==> config.mk <==
export PLATFORM = sky130hd
export DESIGN_NAME = timer_dev_flat
export DESIGN_NICKNAME = d
export VERILOG_FILES = /design/src/rtl/timer_dev_pkg.sv /design/src/rtl/timer_dev_if.sv /design/src/rtl/timer_dev_prescaler.sv /design/src/rtl/timer_dev.sv /design/src/flat_wrapper.sv
export SDC_FILE = /design/constraint.sdc
export NUM_CORES = 1
export LEC_CHECK = 0
export ABC_CLOCK_PERIOD_IN_PS = 4100
export BUFFER_PORTS_ARGS = -buffer_cell sky130_fd_sc_hd__buf_2
export CORE_MARGIN = 10
export CORE_UTILIZATION = 30
export CTS_CLUSTER_DIAMETER = 40
export CTS_CLUSTER_SIZE = 14
export DETAILED_ROUTE_END_ITERATION = 6
export PLACE_DENSITY = 0.46
export SLEW_MARGIN = 20
export SYNTH_ARGS = -nofsm -noshare
export SYNTH_HDL_FRONTEND = slang
export SYNTH_SLANG_ARGS = --single-unit
==> constraint.sdc <==
create_clock -name clk -period 4.1 [get_ports clk]
set_input_delay 0.205 -clock clk [delete_from_list [all_inputs] [get_ports clk]]
set_output_delay 0.205 -clock clk [all_outputs]
set_load 0.01 [all_outputs]
==> src/rtl/timer_dev_pkg.sv <==
// Shared encodings for the timer_dev device: FSM states, register offsets and CTRL fields.
// Optional prescaler is enabled with TIMER_PRESCALE_EN.
package timer_dev_pkg;

   typedef enum logic [1:0] {
      ST_IDLE = 2'd0,
      ST_LOAD = 2'd1,
      ST_CNT  = 2'd2,
      ST_INT  = 2'd3
   } state_e;

   localparam logic [1:0] TIMER_CTRL   = 2'd0;
   localparam logic [1:0] TIMER_PRESET = 2'd1;
   localparam logic [1:0] TIMER_COUNT  = 2'd2;
   localparam logic [1:0] TIMER_PSC    = 2'd3;

   localparam int CTRL_EN      = 0;
   localparam int CTRL_MODE_LO = 1;
   localparam int CTRL_MODE_HI = 2;
   localparam int CTRL_IM      = 3;
   localparam int CTRL_W       = 4;

   localparam logic [1:0] MODE_ONESHOT = 2'b00;
   localparam logic [1:0] MODE_RELOAD  = 2'b01;

   localparam int PSC_W = 8;

   // MODE=1x is deliberately folded onto one-shot.
   function automatic logic is_reload(input logic [1:0] mode);
      return (mode == MODE_RELOAD);
   endfunction

endpackage

==> src/rtl/timer_dev_if.sv <==
// CPU device-bus port of the timer: decoded word address, write strobe, data and IRQ.
interface timer_dev_if #(parameter int CNT_W = 32) ();
   logic [1:0]       ADDR;
   logic             WE;
   logic [CNT_W-1:0] DATA_IN;
   logic [CNT_W-1:0] DATA_OUT;
   logic             IRQ;

   modport master (output ADDR, WE, DATA_IN, input DATA_OUT, IRQ);
   modport slave  (input ADDR, WE, DATA_IN, output DATA_OUT, IRQ);
endinterface

==> src/rtl/timer_dev_prescaler.sv <==
// PSC register plus tick generator for the timer; only compiled with TIMER_PRESCALE_EN.
`ifdef TIMER_PRESCALE_EN
module timer_prescaler
   import timer_dev_pkg::*;
(
   input  logic             clk,
   input  logic             rst_n,
   input  logic             i_psc_we,
   input  logic [PSC_W-1:0] i_psc_din,
   input  logic             i_clr,
   input  logic             i_run,
   output logic [PSC_W-1:0] o_psc,
   output logic             o_tick
);

   logic [PSC_W-1:0] r_psc;
   logic [PSC_W-1:0] r_pcnt;

   assign o_psc  = r_psc;
   assign o_tick = (r_pcnt == r_psc);

   always_ff @(posedge clk or negedge rst_n) begin
      if (!rst_n) begin
         r_psc  <= '0;
         r_pcnt <= '0;
      end else begin
         if (i_psc_we) r_psc <= i_psc_din;
         if (i_clr) begin
            r_pcnt <= '0;
         end else if (i_run) begin
            r_pcnt <= o_tick ? '0 : r_pcnt + 1'b1;
         end
      end
   end

endmodule
`endif

==> src/rtl/timer_dev.sv <==
// Memory-mapped down-counter timer with one-shot / auto-reload modes and a maskable IRQ.
// Define TIMER_PRESCALE_EN to add the PSC register at ADDR=3 and a count prescaler.
//
// state | meaning
// IDLE  | waiting for CTRL.EN
// LOAD  | COUNT <= PRESET
// CNT   | counting down, one step per tick
// INT   | terminal count reached; reload or disable
module timer_dev
   import timer_dev_pkg::*;
#(
   parameter int CNT_W = 32
)
(
   input logic        clk,
   input logic        reset,
   timer_dev_if.slave bus
);

   state_e            r_state;
   logic [CTRL_W-1:0] r_ctrl;
   logic [CNT_W-1:0]  r_preset;
   logic [CNT_W-1:0]  r_count;
   logic              r_pend;

   logic              w_ctrl_wr;
   logic              w_preset_wr;
   logic              w_en;
   logic              w_reload;
   logic              w_tick;
   logic [PSC_W-1:0]  w_psc;
   logic [CNT_W-1:0]  w_rdata;

   assign w_ctrl_wr   = bus.WE && (bus.ADDR == TIMER_CTRL);
   assign w_preset_wr = bus.WE && (bus.ADDR == TIMER_PRESET);
   assign w_en        = r_ctrl[CTRL_EN];
   assign w_reload    = is_reload(r_ctrl[CTRL_MODE_HI:CTRL_MODE_LO]);

`ifdef TIMER_PRESCALE_EN
   logic w_psc_wr;
   assign w_psc_wr = bus.WE && (bus.ADDR == TIMER_PSC);

   timer_prescaler u_prescaler (
      .clk       (clk),
      .rst_n     (reset),
      .i_psc_we  (w_psc_wr),
      .i_psc_din (bus.DATA_IN[PSC_W-1:0]),
      .i_clr     (r_state == ST_LOAD),
      .i_run     ((r_state == ST_CNT) && w_en),
      .o_psc     (w_psc),
      .o_tick    (w_tick)
   );
`else
   assign w_tick = 1'b1;
   assign w_psc  = '0;
`endif

   always_ff @(posedge clk or negedge reset) begin
      if (!reset) begin
         r_state  <= ST_IDLE;
         r_ctrl   <= '0;
         r_preset <= '0;
         r_count  <= '0;
         r_pend   <= 1'b0;
      end else begin
         if (w_preset_wr) r_preset <= bus.DATA_IN;

         case (r_state)
            ST_IDLE: begin
               if (w_en) r_state <= ST_LOAD;
            end
            ST_LOAD: begin
               r_count <= r_preset;
               r_state <= ST_CNT;
            end
            ST_CNT: begin
               if (!w_en) begin
                  r_state <= ST_IDLE;
               end else if (w_tick) begin
                  // PRESET=0 terminates just like PRESET=1.
                  if (r_count < CNT_W'(2)) begin
                     r_count <= '0;
                     r_pend  <= 1'b1;
                     r_state <= ST_INT;
                  end else begin
                     r_count <= r_count - 1'b1;
                  end
               end
            end
            ST_INT: begin
               if (w_reload) begin
                  r_pend  <= 1'b0;
                  r_state <= ST_LOAD;
               end else begin
                  r_ctrl[CTRL_EN] <= 1'b0;
                  r_state         <= ST_IDLE;
               end
            end
            default: r_state <= ST_IDLE;
         endcase

         // A CTRL write overrides any same-edge FSM update of CTRL or the pending flag.
         if (w_ctrl_wr) begin
            r_ctrl <= bus.DATA_IN[CTRL_W-1:0];
            r_pend <= 1'b0;
         end
      end
   end

   always_comb begin
      w_rdata = '0;
      case (bus.ADDR)
         TIMER_CTRL:   w_rdata = CNT_W'(r_ctrl);
         TIMER_PRESET: w_rdata = r_preset;
         TIMER_COUNT:  w_rdata = r_count;
         TIMER_PSC:    w_rdata = CNT_W'(w_psc);
         default:      w_rdata = '0;
      endcase
   end

   assign bus.DATA_OUT = w_rdata;
   assign bus.IRQ      = r_pend & r_ctrl[CTRL_IM];

endmodule

==> src/flat_wrapper.sv <==
// flat-port wrapper written by rule: the top's interface ports become plain ports
module timer_dev_flat import timer_dev_pkg::*;
#(
   parameter int CNT_W = 32
)
  (clk, reset, bus_ADDR, bus_WE, bus_DATA_IN, bus_DATA_OUT, bus_IRQ);
  timer_dev_if #(.CNT_W(CNT_W)) bus_i ();
  input logic clk;
  input logic reset;
  input wire logic [$bits(bus_i.ADDR)-1:0] bus_ADDR;
  input wire logic [$bits(bus_i.WE)-1:0] bus_WE;
  input wire logic [$bits(bus_i.DATA_IN)-1:0] bus_DATA_IN;
  output wire logic [$bits(bus_i.DATA_OUT)-1:0] bus_DATA_OUT;
  output wire logic [$bits(bus_i.IRQ)-1:0] bus_IRQ;
  assign bus_i.ADDR = bus_ADDR;
  assign bus_i.WE = bus_WE;
  assign bus_i.DATA_IN = bus_DATA_IN;
  assign bus_DATA_OUT = bus_i.DATA_OUT;
  assign bus_IRQ = bus_i.IRQ;
  timer_dev #(.CNT_W(CNT_W)) u_core (.clk(clk), .reset(reset), .bus(bus_i));
endmodule
Yosys cells after proc, flatten, opt, wreduce, memory -nomap -nowiden
Cells that the tools add are included.
{ "word_totals": {"inputBits": 37, "out_inout_bits": 33, "elab_cells": 51, "reg_bits": 71} }
{ "classes": {"eq_ne": 14, "mux": 17, "reduce_logical": 11, "n_lt_le_gt_ge": 1, "bitwise": 1, "n_addsub": 1} }
{ "op_table": {"columns": ["operator", "n"], "rows": [
  ["32-bit one-hot mux with 4 select lines", 1],
  ["32-bit 2-to-1 mux", 2],
  ["32-bit one-hot mux with 2 select lines", 1],
  ["32-bit by 2-bit < comparator with 1-bit output, second input constant", 1],
  ["32-bit by 1-bit subtractor with 32-bit output, second input constant", 1],
  ["3-bit by 1-bit != test with 1-bit output, second input constant", 3],
  ["2-bit == test, second input constant", 4],
  ["1-bit 2-to-1 mux", 8],
  ["2-bit one-hot mux with 4 select lines", 1],
  ["2-bit by 1-bit == test with 1-bit output, second input constant", 3],
  ["2-bit 2-to-1 mux", 3],
  ["2-bit by 1-bit != test with 1-bit output, second input constant", 3],
  ["2-bit AND reduction", 3],
  ["2-bit logical NOT", 2],
  ["4-bit AND reduction", 1],
  ["2-bit nonzero test", 2],
  ["3-bit != test, second input constant", 1],
  ["3-bit nonzero test", 1],
  ["1-bit logical AND", 2],
  ["1-bit one-hot mux with 2 select lines", 1],
  ["1-bit AND", 1]
]} }

Depth between registers and ports, before layout
Gate-level depths: netlist (run 1).
{ "depth": {"ltp_word": 5, "depth_mapped": 10, "mapped_depth_nobuf": 7} }

Least setup slack after synthesis (run 1)
OpenSTA, ideal clock, no wires.
{ "synth_path": {"path_kind": "reg2reg", "start": "register u_core.r_count[6]", "end": "register u_core.r_count[21]", "required_time_ns": 3.974, "path_slack_ns": 1.290, "stages_incl_launch_ff": 10, "t_arrival_ns": 2.684, "n_path_buf": 4, "setup_time_ns": 0.126, "synth_period_minus_slack_ns": 2.810, "cell_sequence": "dfrtp_1 buf_6 or4_1 buf_2 or4b_1 buf_2 o41a_1 buf_2 a21o_1 a221o_1"} }
{ "synth_via": {"elab_chain_len": 4, "elab_cells_between_ends": 5, "cone_classes": "1 x add/sub; 1 x order compare; 3 x mux"} }
{ "synth_lines": {"columns": ["element", "line_no", "rtl"], "rows": [
  ["from (decl)", "timer_dev.sv:23", "logic [CNT_W-1:0] r_count;"],
  ["from (signal assigned)", "timer_dev.sv:73", "r_count <= r_preset;"],
  ["from (signal assigned)", "timer_dev.sv:86", "r_count <= r_count - 1'b1;"],
  ["32-bit by 1-bit subtractor with 32-bit output or 32-bit by 2-bit < comparator with 1-bit output (tied branches)", "timer_dev.sv:86, timer_dev.sv:81", null],
  ["32-bit 2-to-1 mux *", "timer_dev.sv:81", "if (r_count < CNT_W'(2)) begin"],
  ["32-bit 2-to-1 mux *", "timer_dev.sv:77", "if (!w_en) begin"],
  ["32-bit one-hot mux with 2 select lines *", "timer_dev.sv:68", "case (r_state)"]
]} }
Every way passes the cells marked *; elsewhere a longest branch is shown, timed or not. The select of a mux whose other input is x is not followed.
A chain may end at the register's enable or synchronous reset.

Worst setup path in the final report (run 1)
Ends and elaborated chain as after synthesis.

==> reports/results.ini, run 1 <==
[power_and_ir_drop]
ir_worst_vdd_v = 0.000253
powerDensity_mw_per_mm2 = 673
power.leakage_nw = 2.06

[sta]
setup_tns_ns = 0
post-route-min-period_ns = 3.21
slew_violations = 0
setup_viol = 0
timing.hold.ws_ns = 0.0844
timing.slew.headroom_pct = 45.8
tightest_slew_ns = 0.811
fin_crit_sh_pct = 78.2
finClkSkew_ns = 0.00762
fmax_mhz = 312
rsz0062_at_grt = no
worst_slack_ns = 0.895
hold_viol = 0

[layout]
num-fill-cells = 1380
nets = 485
syn2layout_area_growth_pct = 19.7
drive_above_1_share_pct = 31.2
diodes = 0
mostFrequentLayoutCells = 71 x dfrtp_1, 69 x buf_2, 35 x mux2_2
final_common_cell = dfrtp_1

[die]
fp.dieArea_mm2 = 0.0184
core_mm2 = 0.0131
die_y_um = 135
ios = 70
die_x_um = 135
rows = 42
initial_core_util_pct = 30.4

[routing]
drt_iter0_drc = 218
postRouteAntennaNets = 0
wl_per_cell_um = 19.3
dr.pass1.iters = 4
vias_per_cell = 5.42
wirelength_um = 12100
vias = 3401
drc_errors = 0

[clocking]
insertion_delay_ns = 0.35
cts-root-buf = clkbuf_16
cts_resized = 0
cts_sinks = 71
clkTransAtPathRegs_ns = 0.06
clockBufferDepth = 2
cts_buffers = 9
cts_tree = yes
h-tree-depth = 3

[logic_synthesis]
ys_ff_latch = 71
synth_cell_types = 54
async_flop_share_pct = 100
syn_inst = 388
syn_nets = 426
ys.flop_type = dfrtp_1
seq_area_frac_synth_pct = 44.4
synth.avg_cell_area_um2 = 10.3
yosys_warnings = 0
synth_edf_count = 0
synth_area_mm2 = 0.00400

[grt]
grt_pass1_wl_um = 19700
track_usage_pct = 13.6
grt_pass1_vias = 3555
grt_max_degree = 47
grt_overflow = 0
antenna_found_initial = 0

[place]
dpl.hpwl_um = 8190
place_ws_ns = 0.747
gp_congestion = 0.810
io_buffers = 69

[setup_path]
timing.critical_path.to_type = register
cp_max_fo = 27
startpoint_type = register
criticalPathCategory = register to register
critical_path_required_ns = 4.33
critPathArrivalTime_ns = 3.44

[job]
max-cap-violations = 0

[worst_hold_path]
hp-class = input pin to register

[run_status]
status = complete, no violations

==> registers in the layout, summed over array words and instances (netlist names) <==
register / cells
u_core.r_count: 32
u_core.r_ctrl: 4
u_core.r_pend: 1
u_core.r_preset: 32
u_core.r_state: 2
==> final timing paths <==
path                              startpoint             endpoint  slack (ns)  depth (start not counted)
setup / recovery           u_core.r_count[6]   u_core.r_count[21]        0.89                          5
hold / removal               bus_DATA_IN[27]  u_core.r_preset[27]        0.08                          2
setup reg to reg           u_core.r_count[6]   u_core.r_count[21]        0.89                          5
hold reg to reg             u_core.r_ctrl[3]     u_core.r_ctrl[3]        0.53                          1
max in group asynchronous              reset   u_core.r_preset[7]        2.61                          3
min in group asynchronous              reset  u_core.r_preset[23]        0.42                          2
==> power by group <==
| group | total (mW) | leakage [nW] | internal [mW] | switching [mW] |
|---|---|---|---|---|
| clock network | 0.818 | 0.156 | 0.519 | 0.300 |
| logic | 1.16 | 1.04 | 0.502 | 0.657 |
| registers | 1.25 | 0.859 | 0.940 | 0.306 |
| total | 3.22 | 2.06 | 1.96 | 1.26 |
==> per-stage QoR <==
stage          power (mW)  area, µm²  utilization [%]  std cells
2_1_floorplan        2.08       4000                -        388
3_3_place_gp         2.40       4470             34.0        611
3_5_place_dp         2.42       4470             34.0        611
4_1_cts              3.26       4790             36.4        628
5_1_grt              3.46       4790             36.4        628
6_report             3.22       4790             36.4        628
==> cell families after synthesis <==
| logic type | after synthesis | synth area share, % |
|---|---|---|
| AO/OA/AOI/OAI | 115 | 22.1 |
| multiplexers | 42 | 11.6 |
| adder cells (fa/ha/maj) | 1 | 0.313 |
| buffers and inverters | 41 | 5.22 |
| AND/OR/NAND/NOR | 118 | 16.4 |
| flip-flops | 71 | 44.4 |
==> cell usage after synthesis, types with 8 or more instances <==
cell type | count | area, µm²
nor2_1 | 12 | 45.0
a22oi_1 | 9 | 67.6
o211ai_1 | 8 | 60.1
inv_1 | 10 | 37.5
a21oi_1 | 11 | 55.1
nor4_1 | 13 | 81.3
nand2_1 | 25 | 93.8
nand3_1 | 10 | 50.1
or4_1 | 8 | 60.1
o21ai_0 | 17 | 85.1
a22o_1 | 28 | 245
mux2_2 | 35 | 394
nor3_1 | 11 | 55.1
dfrtp_1 | 71 | 1780
clkbuf_1 | 12 | 45.0
==> final cells by class <==
class                      instances  area [µm²]  share of cell area, %
multi-input combinational        276        2020                   42.2
sequential                        71        1780                   37.1
timing repair buffer              79         423                   8.83
clock buffer                      13         270                   5.64
tap                              176         220                   4.60
clock inverter                     3        40.0                  0.836
inverter                          10        37.5                  0.784
==> metal layers <==
layer | share of wire, % | up-vias | GRT usage (%)
met5 | 0 | - | 0
met4 | 1.5 | 0 | 4.90
met3 | 4.9 | 13 | 3.41
met2 | 48 | 73 | 22.0
met1 | 45 | 1687 | 17.0
li1 | - | 1628 | -
==> critical path: stages, from the launching register on <==
cell	delay, ns
dfrtp_1	0.47
or4_1	0.65
or4b_1	0.65
o41a_2	0.78
a21o_1	0.24
a221o_1	0.29
==> timing repair <==
| action | CTS | global route |
|---|---|---|
| hold endpoints to repair | 25 | 0 |
| hold buffers | 1 | 0 |
| setup buffers | 0 | 0 |
Power figures use the tool's default switching activity.
==> run 2, diff against run 1 <==
--- a/config.mk
+++ b/config.mk
@@ -5,7 +5,7 @@
 export SDC_FILE = /design/constraint.sdc
 export NUM_CORES = 1
 export LEC_CHECK = 0
-export ABC_CLOCK_PERIOD_IN_PS = 4100
+export ABC_CLOCK_PERIOD_IN_PS = 3000
 export BUFFER_PORTS_ARGS = -buffer_cell sky130_fd_sc_hd__buf_2
 export CORE_MARGIN = 10
 export CORE_UTILIZATION = 30
==> constraint.sdc (replaced) <==
create_clock -name clk -period 3 [get_ports clk]
set_input_delay 0.15 -clock clk [delete_from_list [all_inputs] [get_ports clk]]
set_output_delay 0.15 -clock clk [all_outputs]
set_load 0.01 [all_outputs]
==> reports/results.ini, run 2 (synthesis results as in run 1) <==
[grt]
grt-busiest-layer = met2  ; unchanged
use_met2_pct = 22.3  ; was 22.0%
grt_pass1_wl_um = 20500  ; was 19700 µm
grt_pass1_vias = 3664  ; was 3555
track_usage_pct = 14.0  ; was 13.6%
antenna_found_initial = 0  ; unchanged
grt_overflow = 0  ; unchanged
grt_util_met1_pct = 17.9  ; was 17.0%
grt_use_met3_pct = 3.93  ; was 3.41%
grt_max_degree = 72  ; was 47

[sta]
fmax_mhz = 349  ; was 312 MHz
fin_crit_sh_pct = 95.6  ; was 78.2%
timing.slew.headroom_pct = 40.3  ; was 45.8%
tightest_slew_ns = 0.891  ; was 0.811 ns
finClkSkew_ns = 0.00680  ; was 0.00762 ns
slew_violations = 0  ; unchanged
post-route-min-period_ns = 2.87  ; was 3.21 ns
hold_viol = 0  ; unchanged
rsz0062_at_grt = no  ; unchanged
setup_viol = 0  ; unchanged
setup_tns_ns = 0  ; unchanged

[layout]
mostFrequentLayoutCells = 71 x dfrtp_1, 69 x buf_2, 35 x mux2_2  ; unchanged
drive_above_1_share_pct = 32.0  ; was 31.2%
nets = 498  ; was 485
final_common_cell = dfrtp_1  ; unchanged
diodes = 0  ; unchanged
fin_cells = 641  ; was 628
reg_top3 = u_core.r_count x32, u_core.r_preset x32, u_core.r_ctrl x4  ; unchanged
syn2layout_area_growth_pct = 21.8  ; was 19.7%
num-fill-cells = 1367  ; was 1380

[clocking]
cts_tree = yes  ; unchanged
post_cts_buffers = 0  ; unchanged
insertion_delay_ns = 0.34  ; was 0.35 ns
clockBufferDepth = 2  ; unchanged
cts_sinks = 71  ; unchanged
clkTransAtPathRegs_ns = 0.06  ; about the same
h-tree-depth = 3  ; unchanged
cts-root-buf = clkbuf_16  ; unchanged
cts_buffers = 9  ; unchanged

[setup_path]
cp_max_fo = 16  ; was 27
critical_path_required_ns = 3.20  ; was 4.33 ns
criticalPathCategory = register to register  ; unchanged
critPathMaxStageDelay_ns = 0.68  ; was 0.78 ns
crit_slowest_cell = or4b_1  ; was o41a_2
reg2reg_slack_ns = 0.13  ; was 0.89 ns
crit_path_cell_trace = or3_2 > or4b_1 > o41a_1 > buf_4 > a32oi_1 > o22ai_1  ; was or4_1 > or4b_1 > o41a_2 > a21o_1 > a221o_1
timing.critical_path.to_type = register  ; unchanged
critPathArrivalTime_ns = 3.07  ; was 3.44 ns
startpoint_type = register  ; unchanged

[routing]
wirelength_um = 12300  ; was 12100 µm
drc_errors = 0  ; unchanged
dr.pass1.iters = 4  ; unchanged
wl_per_cell_um = 19.2  ; was 19.3 µm
postRouteAntennaNets = 0  ; unchanged
vias = 3474  ; was 3401
vias_per_cell = 5.42  ; about the same
drt_iter0_drc = 244  ; was 218

[place]
io_buffers = 69  ; unchanged
gp_congestion = 0.790  ; was 0.810
dpl.hpwl_um = 8430  ; was 8190 µm
numPlacedInstances = 624  ; was 611

[power_and_ir_drop]
power.leakage_nw = 2.11  ; was 2.06 nW
ir_worst_vdd_v = 0.000248  ; was 0.000253 V
finalPower_mw = 4.44  ; was 3.22 mW
powerDensity_mw_per_mm2 = 911  ; was 673 mW/mm²

[die]
initial_core_util_pct = 30.4  ; unchanged
core_mm2 = 0.0131  ; unchanged
die_x_um = 135  ; unchanged
ios = 70  ; unchanged
die_y_um = 135  ; unchanged
fp.dieArea_mm2 = 0.0184  ; unchanged
rows = 42  ; unchanged

[worst_hold_path]
hp-class = input pin to register  ; unchanged

[run_status]
status = complete, no violations  ; unchanged

[job]
max-cap-violations = 0  ; unchanged

## run 2: changes by cell type in the layout (fill, tap and decap cells not counted)
cell and delta:
bufinv_16 -1, buf_12 +2, clkinv_2 -2, o41a_1 +1, clkbuf_1 +4, buf_4 +11
o41a_2 -1, clkbuf_8 -1
## run 2: final timing paths
kind                                     from             endpoint  cells past startpoint
hold reg to reg              u_core.r_ctrl[3]     u_core.r_ctrl[3]                      1
setup reg to reg           u_core.r_count[14]   u_core.r_count[19]                      6
hold / removal                bus_DATA_IN[16]  u_core.r_preset[16]                      2
max in group asynchronous               reset    u_core.r_count[9]                      3
setup / recovery           u_core.r_count[14]   u_core.r_count[19]                      6
min in group asynchronous               reset  u_core.r_preset[22]                      3
## run 2: where the power goes
group | switching, mW | total [mW] | internal (mW) | leakage [nW]
Combinational | 0.978 | 1.77 | 0.789 | 1.12
Sequential | 0.374 | 1.66 | 1.29 | 0.859
Clock | 0.404 | 1.01 | 0.607 | 0.131
Total | 1.76 | 4.44 | 2.68 | 2.11
## run 2: cell type report
cell class | count | area [µm²] | share of cell area, %
Tap cell | 176 | 220 | 4.52
Sequential cell | 71 | 1780 | 36.5
Timing Repair Buffer | 92 | 546 | 11.2
Clock buffer | 16 | 272 | 5.57
Multi-Input combinational cell | 276 | 2020 | 41.5
Inverter | 10 | 37.5 | 0.771
## run 2: critical path, delay by kind of cell (launching register included)
kind,cells,cell delay [ns]
DFF,1,0.42
and+or+nand+nor,2,1.19
AOI/OAI and AO/OA,3,0.87
buffers and inverters,1,0.24
## run 2: what timing repair did
| item | in CTS | in global routing |
|---|---|---|
| resized for setup | 0 | 0 |
| hold buffers | 1 | 0 |
| endpoints found under the setup margin | 0 | 0 |
| endpoints found under the hold margin | 71 | 0 |
## run 2: metal layers
metal / part of all wire [%] / up-vias
li1: - / 1646
met1: 46 / 1743
met2: 48 / 79
met3: 5.0 / 6
met4: 1.1 / 0
met5: 0 / -
## run 2: stage by stage
stage                     area, µm²  hold slack, ns  util, %  setup slack [ns]
after floorplan                4000          -0.146        -             0.190
after global placement         4590           0.224     34.9             0.219
after detailed placement       4590           0.220     34.9             0.155
after CTS                      4870          0.0245     37.1             0.141
after global routing           4870          0.0240     37.1           0.00890
final                          4870          0.0326     37.1             0.132
==> run 3, diff against run 2 <==
--- a/config.mk
+++ b/config.mk
@@ -6,12 +6,13 @@
 export NUM_CORES = 1
 export LEC_CHECK = 0
 export ABC_CLOCK_PERIOD_IN_PS = 3000
-export BUFFER_PORTS_ARGS = -buffer_cell sky130_fd_sc_hd__buf_2
+export BUFFER_PORTS_ARGS = -buffer_cell sky130_fd_sc_hd__buf_4
 export CORE_MARGIN = 10
 export CORE_UTILIZATION = 30
 export CTS_CLUSTER_DIAMETER = 40
 export CTS_CLUSTER_SIZE = 14
 export DETAILED_ROUTE_END_ITERATION = 6
+export GPL_ROUTABILITY_DRIVEN = 0
 export PLACE_DENSITY = 0.46
 export SLEW_MARGIN = 20
 export SYNTH_ARGS = -nofsm -noshare
==> reports/results.ini, run 3 (synthesis results as in run 1) <==
[clocking]
insertion_delay_ns = 0.34  ; about the same
cts_tree = yes  ; unchanged
clockBufferDepth = 2  ; unchanged
cts_buffers = 9  ; unchanged
cts_sinks = 71  ; unchanged
cts-root-buf = clkbuf_16  ; unchanged
post_cts_buffers = 0  ; unchanged
h-tree-depth = 3  ; unchanged
postCtsHoldBufs = 0  ; was 1
clkTransAtPathRegs_ns = 0.06  ; about the same

[routing]
dr.pass1.iters = 4  ; unchanged
vias_per_cell = 5.46  ; was 5.42
wl_per_cell_um = 19.3  ; was 19.2 µm
drc_errors = 0  ; unchanged
postRouteAntennaNets = 0  ; unchanged
drt_iter0_drc = 222  ; was 244
vias = 3501  ; was 3474
wirelength_um = 12400  ; was 12300 µm

[power_and_ir_drop]
powerDensity_mw_per_mm2 = 896  ; was 911 mW/mm²
pwr-share-seq_pct = 36.7  ; was 37.4%
ir_worst_vdd_v = 0.000324  ; was 0.000248 V
power.share.switching_pct = 39.2  ; was 39.6%
pwr-share-clk_pct = 22.4  ; was 22.8%
intPower_mw = 2.74  ; was 2.68 mW
p_switching_mw = 1.77  ; was 1.76 mW
power.leakage_nw = 2.16  ; was 2.11 nW
power_frac_comb_pct = 40.9  ; was 39.8%

[sta]
finClkSkew_ns = 0.00440  ; was 0.00680 ns
fmax_mhz = 348  ; was 349 MHz
setup_viol = 0  ; unchanged
fin_crit_sh_pct = 95.7  ; was 95.6%
hold_viol = 71  ; was 0
post-route-min-period_ns = 2.87  ; about the same
setup_tns_ns = 0  ; unchanged
slew_violations = 0  ; unchanged
tightest_slew_ns = 0.951  ; was 0.891 ns
timing.slew.headroom_pct = 36.6  ; was 40.3%
rsz0062_at_grt = no  ; unchanged
timing.hold.ws_ns = -0.0435  ; was 0.0326 ns

[worst_hold_path]
hp-class = input pin to async pin  ; was input pin to register

[layout]
num-fill-cells = 1349  ; was 1367
fin_cells = 641  ; unchanged
mostFrequentLayoutCells = 91 x buf_4, 71 x dfrtp_1, 35 x mux2_2  ; was 71 x dfrtp_1, 69 x buf_2, 35 x mux2_2
syn2layout_area_growth_pct = 25.9  ; was 21.8%
diodes = 0  ; unchanged
final_common_cell = buf_4  ; was dfrtp_1
reg_top3 = u_core.r_count x32, u_core.r_preset x32, u_core.r_ctrl x4  ; unchanged
drive_above_1_share_pct = 33.3  ; was 32.0%
nets = 498  ; unchanged

[setup_path]
critical_path_required_ns = 3.26  ; was 3.20 ns
startpoint_type = register  ; unchanged
timing.critical_path.to_type = register  ; unchanged
critPathArrivalTime_ns = 3.13  ; was 3.07 ns
criticalPathCategory = register to register  ; unchanged
cp_max_fo = 5  ; was 16

[place]
numPlacedInstances = 625  ; was 624
io_buffers = 69  ; unchanged
dpl.hpwl_um = 8520  ; was 8430 µm

[grt]
grt_pass1_wl_um = 20300  ; was 20500 µm
use_met2_pct = 22.4  ; was 22.3%
grt_max_degree = 72  ; unchanged
track_usage_pct = 13.9  ; was 14.0%
grt_overflow = 0  ; unchanged
grt_util_met1_pct = 17.4  ; was 17.9%
grt_use_met3_pct = 3.89  ; was 3.93%
grt_pass1_vias = 3768  ; was 3664
grt-busiest-layer = met2  ; unchanged
antenna_found_initial = 0  ; unchanged

[job]
max-cap-violations = 0  ; unchanged

[die]
fp.dieArea_mm2 = 0.0184  ; unchanged
core_mm2 = 0.0131  ; unchanged
rows = 42  ; unchanged
initial_core_util_pct = 30.4  ; unchanged
ios = 70  ; unchanged
die_y_um = 135  ; unchanged
die_x_um = 135  ; unchanged

[run_status]
violations = hold timing
status = finished with violations  ; was complete, no violations

run 3: area by class of cell:
type,instances,area [µm²],share of cell area (%)
Clock buffer,12,256,5.09
Clock inverter,4,20.0,0.398
Inverter,10,37.5,0.746
Multi-Input combinational cell,276,2020,40.1
Sequential cell,71,1780,35.3
Tap cell,176,220,4.37
Timing Repair Buffer,92,703,14.0
run 3: repair_timing:
item,in CTS,in global routing
setup endpoints to repair,0,2
resized for setup,0,1
endpoints found under the hold margin,0,0
run 3: metrics by stage:
stage | power [mW] | instance area, µm² | hold WS (ns) | setup WS (ns) | utilization, %
2_1_floorplan | 2.84 | 4000 | -0.146 | 0.190 | -
3_3_place_gp | 3.51 | 4760 | 0.373 | 0.167 | 36.2
3_5_place_dp | 3.52 | 4760 | 0.369 | 0.135 | 36.2
4_1_cts | 4.56 | 5030 | 0.00423 | 0.113 | 38.3
5_1_grt | 4.86 | 5030 | 0.0293 | 0.0398 | 38.3
6_report | 4.51 | 5030 | -0.0435 | 0.128 | 38.3
run 3: layer usage:
metal | wire [µm] | part of all wire, % | vias up
li1 | - | - | 1642
met1 | 5560 | 45 | 1760
met2 | 5990 | 48 | 82
met3 | 615 | 5.0 | 17
met4 | 217 | 1.8 | 0
met5 | 0 | 0 | -
run 3: critical path: stages (launching register included):
cell	delay, ns
dfrtp_1	0.41
or4_1	0.60
or4b_1	0.52
buf_4	0.18
or4_1	0.55
or4_1	0.43
o211ai_1	0.10
run 3: final timing paths:
check | to | startpoint | cells after the start | slack [ns]
hold / removal | u_core.r_preset[26] | reset | 1 | -0.04
max in group asynchronous | u_core.r_count[12] | reset | 1 | 2.43
setup / recovery | u_core.r_count[28] | u_core.r_count[8] | 6 | 0.13
min in group clk | u_core.r_ctrl[0] | bus_DATA_IN[0] | 3 | 0.03
hold reg to reg | u_core.r_ctrl[3] | u_core.r_ctrl[3] | 1 | 0.53
setup reg to reg | u_core.r_count[28] | u_core.r_count[8] | 6 | 0.13
run 3: power groups by stage:
stage          clock, mW  sequential (mW)  combinational (mW)
2_1_floorplan          0             1.55                1.29
3_3_place_gp           0             1.66                1.85
3_5_place_dp           0             1.66                1.86
4_1_cts             1.04             1.65                1.87
5_1_grt             1.08             1.72                2.07
6_report            1.01             1.66                1.84
